==> config.mk <==
export PLATFORM = sky130hd
export DESIGN_NAME = dino_score_display
export DESIGN_NICKNAME = d
export VERILOG_FILES = /design/src/rtl/dino_pkg.sv /design/src/rtl/dino_score_display_seg7_decode.sv /design/src/rtl/dino_score_display.sv
export SDC_FILE = /design/constraint.sdc
export NUM_CORES = 1
export LEC_CHECK = 0
export ABC_AREA = 1
export CORE_MARGIN = 2
export CORE_UTILIZATION = 50
export CTS_CLUSTER_DIAMETER = 120
export DETAILED_ROUTE_END_ITERATION = 8
export GPL_TIMING_DRIVEN = 0
export PLACE_DENSITY = 0.81
export SYNTH_ARGS = -nofsm -noshare
export SYNTH_HDL_FRONTEND = slang
export SYNTH_SLANG_ARGS = --single-unit
==> constraint.sdc <==
create_clock -name clk -period 1.7 [get_ports clk]
set_clock_uncertainty 0.1 [all_clocks]
set_input_delay 0.255 -clock clk [delete_from_list [all_inputs] [get_ports clk]]
set_output_delay 0.255 -clock clk [all_outputs]
set_load 0.05 [all_outputs]
==> src/rtl/dino_pkg.sv <==
// dino_pkg: shared state encoding, segment patterns and digit count for the score display.
package dino_pkg;
  typedef enum logic [1:0] {IDLE, SHIFT, COMMIT} state_t;
  localparam int NUM_DIGITS = 5;
  // Segment order {g,f,e,d,c,b,a}, active-high.
  localparam logic [6:0] SEG_DIGIT [0:9] = '{
    7'h3F, 7'h06, 7'h5B, 7'h4F, 7'h66,
    7'h6D, 7'h7D, 7'h07, 7'h7F, 7'h6F
  };
endpackage

==> src/rtl/dino_score_display_seg7_decode.sv <==
// seg7_decode: combinational BCD nibble to 7-segment pattern; 10..15 go dark.
module seg7_decode
  import dino_pkg::*;
(
  input  logic [3:0] i_nib,
  output logic [6:0] o_seg
);
  always_comb begin
    o_seg = 7'h00;
    case (i_nib)
      4'd0: o_seg = SEG_DIGIT[0];
      4'd1: o_seg = SEG_DIGIT[1];
      4'd2: o_seg = SEG_DIGIT[2];
      4'd3: o_seg = SEG_DIGIT[3];
      4'd4: o_seg = SEG_DIGIT[4];
      4'd5: o_seg = SEG_DIGIT[5];
      4'd6: o_seg = SEG_DIGIT[6];
      4'd7: o_seg = SEG_DIGIT[7];
      4'd8: o_seg = SEG_DIGIT[8];
      4'd9: o_seg = SEG_DIGIT[9];
      default: o_seg = 7'h00;
    endcase
  end
endmodule

==> src/rtl/dino_score_display.sv <==
// dino_score_display: samples the binary score per frame, converts it to BCD by
// sequential double-dabble and scans it onto a 5-digit multiplexed 7-segment display.
module dino_score_display
  import dino_pkg::*;
#(
  parameter int REFRESH_DIV = 1024,
  parameter bit LZB         = 1'b1
) (
  input  logic        clk,
  input  logic        rst,
  input  logic        frame_tick,
  input  logic [15:0] score,
  output logic        busy,
  output logic        done,
  output logic [19:0] bcd_out,
  output logic [6:0]  seg,
  output logic [4:0]  digit_en
);
  localparam int DW = $clog2(REFRESH_DIV);
  state_t          r_state;
  logic [15:0]     r_bin;
  logic [19:0]     r_bcd;
  logic [3:0]      r_cnt;
  logic            r_busy;
  logic            r_done;
  logic [19:0]     r_bcd_out;
  logic [DW-1:0]   r_div;
  logic [2:0]      r_idx;
  logic [6:0]      r_seg;
  logic [4:0]      r_en;
  logic [19:0]     w_adj;
  logic [19:0]     w_hi;
  logic [6:0]      w_seg;
  logic            w_blank;
  logic            w_wrap;
  for (genvar g = 0; g < NUM_DIGITS; g++) begin : g_adj
    assign w_adj[4*g +: 4] = (r_bcd[4*g +: 4] >= 4'd5) ? r_bcd[4*g +: 4] + 4'd3 : r_bcd[4*g +: 4];
  end
  always_ff @(posedge clk) begin
    if (rst) begin
      r_state   <= IDLE;
      r_bin     <= '0;
      r_bcd     <= '0;
      r_cnt     <= '0;
      r_busy    <= 1'b0;
      r_done    <= 1'b0;
      r_bcd_out <= '0;
    end else begin
      r_done <= 1'b0;
      case (r_state)
        IDLE: if (frame_tick) begin
          r_bin   <= score;
          r_bcd   <= '0;
          r_cnt   <= '0;
          r_busy  <= 1'b1;
          r_state <= SHIFT;
        end
        SHIFT: begin
          {r_bcd, r_bin} <= {w_adj[18:0], r_bin, 1'b0};
          r_cnt          <= r_cnt + 4'd1;
          if (r_cnt == 4'd15) r_state <= COMMIT;
        end
        COMMIT: begin
          r_bcd_out <= r_bcd;
          r_done    <= 1'b1;
          r_busy    <= 1'b0;
          r_state   <= IDLE;
        end
        default: r_state <= IDLE;
      endcase
    end
  end
  // Digits at and above the scanned one, right-aligned; zero means leading-zero run.
  assign w_hi    = r_bcd_out >> {r_idx, 2'b00};
  assign w_blank = LZB && (r_idx != 3'd0) && (w_hi == 20'd0);
  assign w_wrap  = (r_div == DW'(REFRESH_DIV - 1));
  seg7_decode u_dec (
    .i_nib (w_hi[3:0]),
    .o_seg (w_seg)
  );
  always_ff @(posedge clk) begin
    if (rst) begin
      r_div <= '0;
      r_idx <= '0;
      r_seg <= '0;
      r_en  <= '0;
    end else begin
      r_div <= w_wrap ? '0 : r_div + DW'(1);
      if (w_wrap) r_idx <= (r_idx == 3'(NUM_DIGITS - 1)) ? 3'd0 : r_idx + 3'd1;
      r_seg <= w_blank ? 7'h00 : w_seg;
      r_en  <= w_blank ? 5'b00000 : 5'b00001 << r_idx;
    end
  end
  assign busy     = r_busy;
  assign done     = r_done;
  assign bcd_out  = r_bcd_out;
  assign seg      = r_seg;
  assign digit_en = r_en;
endmodule

# Yosys cells after proc, flatten, opt, wreduce, memory -nomap -nowiden

Memories as Yosys holds them, arrays and structs flattened. A register that Yosys moved wholly into a read port is not among the register bits.
Cells that the tools add are included.

Bits in read-only memories: 112
Input port bits: 19
Memories kept: 1
Register bits: 82
Word-level logic and storage cells: 62

Reduce and logical (&&, ||, !) cells: 11
Equal/unequal tests: 7
$lt $le $gt $ge: 5
$add $sub $neg: 8
Shift operators: 2
Mux-type cells: 18

Memories:

| memory           | words | width | rd ports | clocked after Yosys merged registers in | wr ports | RTL line                             | text |
|---|---|---|---|---|---|---|---|
| (name not given) | 16    | 7     | 1        | 1                                       | 0        | dino_score_display_seg7_decode.sv:10 | `case (i_nib)` |

Operators by type and width:

| cell                    | number |
|---|---|
| $pmux W20 S2            | 1 |
| $pmux W16 S2            | 1 |
| $ge A4 B3 Y1 const B    | 5 |
| $logic_not A20 Y1       | 1 |
| $mux W20                | 1 |
| $mux W4                 | 5 |
| $shr A20 B5 Y20         | 1 |
| $add A4 B2 Y4 const B   | 4 |
| $mux W16                | 1 |
| $add A10 B1 Y10 const B | 1 |
| $eq A10 B10 Y1 const B  | 1 |
| $pmux W4 S2             | 1 |
| $mux W3                 | 2 |
| $reduce_and A2 Y1       | 3 |
| $shl A1 B3 Y5 const A   | 1 |
| $add A4 B1 Y4 const B   | 1 |
| $eq A4 B4 Y1 const B    | 1 |
| $mux W2                 | 2 |
| $ne A2 B2 Y1 const B    | 2 |
| $pmux W2 S2             | 1 |
| $reduce_bool A2 Y1      | 2 |
| $reduce_or A2 Y1        | 2 |
| $add A3 B1 Y3 const B   | 1 |
| $add A3 B2 Y3 const B   | 1 |
| other kinds (8)         | 9 |

# Depth between registers and ports, before layout

Depth in word-level cells: 4
Mapped depth: 15
Mapped depth without buffers: 13

# By module

A second synthesis with hierarchy kept.

Cells, all modules: 605
Area total of the unflattened synthesis: 4466.8 um^2

Modules (own cells, without submodules):

| module             | area each (um^2) | instances | cells an instance |
|---|---|---|---|
| dino_score_display | 4241.6           | 1         | 562 |
| seg7_decode        | 225.2            | 1         | 43 |

# Worst setup path after synthesis

No wires, ideal clock.

Path type: register to register
Start point: register r_bcd_out[13] (netlist: bcd_out[13])
End point: register r_seg[1] (netlist: seg[1])
Cell stages (with the launch flop): 12
Period minus slack after synthesis: 1.992 ns
Data arrival time: 1.822 ns
Path slack: -0.292 ns
Required time: 1.530 ns
Buffers on the path: 0
Cell sequence: dfxtp_1 > inv_1 > nand2_1 > o21ai_0 > o211ai_1 > o21ai_2 > ha_1 > nand3_2 > nor2_1 > nand2_2 > nand2_4 > a21oi_1

Longest elaborated chain between the ends: 4

RTL lines:

| what                              | RTL line                 | text |
|---|---|---|
| start: declaration                | dino_score_display.sv:26 | `logic [19:0] r_bcd_out;` |
| start signal: assignment          | dino_score_display.sv:64 | `r_bcd_out <= r_bcd;` |
| $shr A20 B5 Y20 (*)               | dino_score_display.sv:74 | `assign w_hi = r_bcd_out >> {r_idx, 2'b00};` |
| $logic_not A20 Y1                 | dino_score_display.sv:75 | `assign w_blank = LZB && (r_idx != 3'd0) && (w_hi == 20'd0);` |
| $logic_and A1 B1 Y1               | dino_score_display.sv:75 |  |
| $reduce_or A2 Y1 (no source line) | n/a                      |  |
| end: declaration                  | dino_score_display.sv:29 | `logic [6:0] r_seg;` |

Mark *: on every way between the ends. The rest lies on a longest branch, timed or not.
A chain may end at the register's enable or synchronous reset.

# Worst setup path after layout

Start point: register r_idx[0]
End point: register r_en[0] (netlist: digit_en[0])

Longest elaborated chain between the ends: 4

RTL lines:

| what                              | RTL line                 | text |
|---|---|---|
| start: declaration                | dino_score_display.sv:28 | `logic [2:0] r_idx;` |
| start signal: assignment          | dino_score_display.sv:89 | `if (w_wrap) r_idx <= (r_idx == 3'(NUM_DIGITS - 1)) ? 3'd0 : r_idx + 3'd1;` |
| $shr A20 B5 Y20                   | dino_score_display.sv:74 |  |
| $logic_not A20 Y1                 | dino_score_display.sv:75 |  |
| $logic_and A1 B1 Y1               | dino_score_display.sv:75 |  |
| $reduce_or A2 Y1 (no source line) | n/a                      |  |
| end signal: assignment            | dino_score_display.sv:91 | `r_en <= w_blank ? 5'b00000 : 5'b00001 << r_idx;` |
| end: declaration                  | dino_score_display.sv:30 | `logic [4:0] r_en;` |

Parallel ways exist; a longest one is shown, timed or not.

==> flow_summary.ini <==
[status]
outcome = complete, but fails checks
violations = setup timing

[drt]
totalWireLength_um = 10700
wl_per_cell_um = 14.0
drt_iter0_markers = 262
firstDrtPassIters = 5
routed_via_density = 5.44
post-route-drc-count = 0
antenna_left = 0
vias = 4155

[synth]
synth_compound_area_share_pct = 17.8
synth_top_family_by_area = simple AND/OR/NAND/NOR gates
yosysTopAreaCell = dfxtp_1
synth-simple-area-share_pct = 23.3
syn_avg_cell_area_um2 = 7.44
synth-edff-count = 0
synthXorXnorAreaFrac_pct = 2.05
synth_area_leaders = dfxtp_1 (42%), nand2_1 (8.6%), a21oi_1 (7.2%), nor2_1 (5.6%), ha_1 (5.6%)
ys.warnings.count = 0
synth_top_area_share_pct = 41.7
async_flop_share_pct = 0
ys_seq_area_share_pct = 41.7
synthCells = 574
synth_common_cells = nand2_1 (98), dfxtp_1 (89), nor2_1 (64)
yosysUniqueCellTypes = 37
ys_seq_elements = 89
synth_nets = 612
synth.area.mux_share_pct = 0
synth_fa_ha_area_share_pct = 5.57
synthFlopType = dfxtp_1
syn-cell-area_um2 = 4270
yosysMostFrequentCell = nand2_1

[grt]
grt_pass1_vias = 3911
gr-max-usage-layer = met2
grt_usage_pct = 24.0
grt_pass1_wl_um = 17600
overflow = 0
antenna_found_initial = 0
grt_use_met1_pct = 28.7
use_met2_pct = 41.9
grt_use_met3_pct = 3.34
grt_max_degree = 16

[timing]
finalSetupViolations = 13
fmax_ghz = 0.507
finalMaxSlewViolations = 0
fin_ws_ps = -271
rsz0062_at_grt = yes
hold_viol = 0
slew-limit-headroom_pct = 62.8
finalSetupTns_ps = -3150
period_minus_slack_ps = 1970
worst_pin_slew_ps = 558
fin_crit_sh_pct = 116

[die]
die_h_um = 96.4
io_pins = 53
dieArea_um2 = 9290
start_util_pct = 51.7
core.rowCount = 33
core_um2 = 8260
dieWidth_um = 96.4

[cts]
ctsHtreeMaxLevel = 3
cts_buffers = 9
clockBufferDepth = 2
clk_pin_slew_ps = 90
cts_num_sinks = 89
clk_latency_ps = 360
cts_root_buf = clkbuf_8
cts_tree = done

[place]
dp.cells = 731
place_hpwl_um = 7380
port_buffers = 52
routabilityCongestion = 0.823

[worst_hold_path]
hp-class = reg2reg

[setup_path]
required_ps = 1840
r2r_setup_slack_ps = -270
critical_path_arrival_ps = 2110
cp_max_fo = 7
cp-start-kind = register
critPathKind = reg2reg
cp-end-kind = register

[layout]
final_cells = 764
area_delta_synth_final_pct = 25.0
final_util_pct = 64.6
drive_above_1_share_pct = 16.8
diodes = 0
layout.nets = 692

[pwr]
pwr_density_cell_nw_per_um2 = 746
leakagePower_nw = 2.28
ir_drop_v = 0.000349

[run]
max_cap_viol_count = 0
-- path summary, 6_finish.rpt --
kind	from	to	cells past startpoint
hold / removal	r_div[0]$_SDFF_PP0_	r_div[0]$_SDFF_PP0_	1
setup reg to reg	r_idx[0]$_SDFFE_PP0P_	digit_en[0]$_SDFF_PP0_	10
hold reg to reg	r_div[0]$_SDFF_PP0_	r_div[0]$_SDFF_PP0_	1
setup / recovery	r_idx[0]$_SDFFE_PP0P_	digit_en[0]$_SDFF_PP0_	10
-- critical path, stage by stage (launching register included) --
cell      delay, ps
dfxtp_2         340
buf_8           140
o21ai_1         270
o211ai_1        180
o21ai_2         120
ha_2            230
nand3_2          80
nor2_2          110
nand2_2         120
nand2_4         130
nor3_2           50
-- layer usage --
| metal | routed length, um | vias to the layer above |
|---|---|---|
| li1 | - | 2058 |
| met1 | 4550 | 1921 |
| met2 | 5260 | 142 |
| met3 | 554 | 34 |
| met4 | 354 | 0 |
| met5 | 0 | - |
-- layout by cell type, fill, tap and decap left out, types with 14 or more instances in the layout --
cell type / count
nand2_1: 95
dfxtp_1: 74
nor2_1: 61
inv_1: 59
a21oi_1: 56
o21ai_0: 41
nand3_1: 34
dlygate4sd2_1: 29
clkdlybuf4s50_1: 18
buf_4: 17
ha_1: 17
dfxtp_2: 14
-- kinds of logic (layout without fill, tap and decap cells) --
| family | Yosys count | after routing |
|---|---|---|
| and+or+nand+nor | 228 | 229 |
| AOI/OAI and AO/OA | 134 | 134 |
| buffers and inverters | 94 | 178 |
| DFF | 89 | 89 |
| adders and majority gates | 19 | 19 |
| xor gates and xnor gates | 10 | 10 |
-- per-stage QoR --
| step | hold slack (ps) | cell area (um2) | total power [mW] | setup slack, ps |
|---|---|---|---|---|
| after floorplan | 290 | 4290 | 2.47 | -90.9 |
| after global placement | 324 | 4950 | 2.60 | -362 |
| after detailed placement | 350 | 4950 | 2.61 | -410 |
| after CTS | 353 | 5290 | 3.96 | -229 |
| after global routing | 338 | 5340 | 4.12 | -402 |
| final | 325 | 5340 | 3.98 | -271 |
-- timing repair --
item / in CTS / in global routing
pin swaps: 6 / 7
hold buffers: 0 / 0
gates cloned: 1 / 0
resized for setup: 60 / 25
setup buffers: 15 / 1
setup endpoints to repair: 72 / 63
endpoints found under the hold margin: 0 / 0
-- final cells by class --
type,count,area (um2)
well taps,105,131
clock inverters,5,38.8
flip-flops and latches,89,1800
fillers,700,2920
repair buffers,68,597
clock buffers,11,151
multi-input cells,392,2160
plain buffers,25,166
inverters,69,287
-- state kept, by name, indices dropped and copies added (netlist names) --
signal,cells
r_bin,16
r_state,2
r_bcd,20
bcd_out,20
busy,1
done,1
digit_en,5
r_idx,3
r_div,10
r_cnt,4
seg,7
-- report_power, final --
group	switching (mW)	internal (mW)
logic	0.247	0.145
registers	0.0399	2.15
clock network	0.776	0.622
total	1.06	2.92
(Power assumes the default switching activity.)
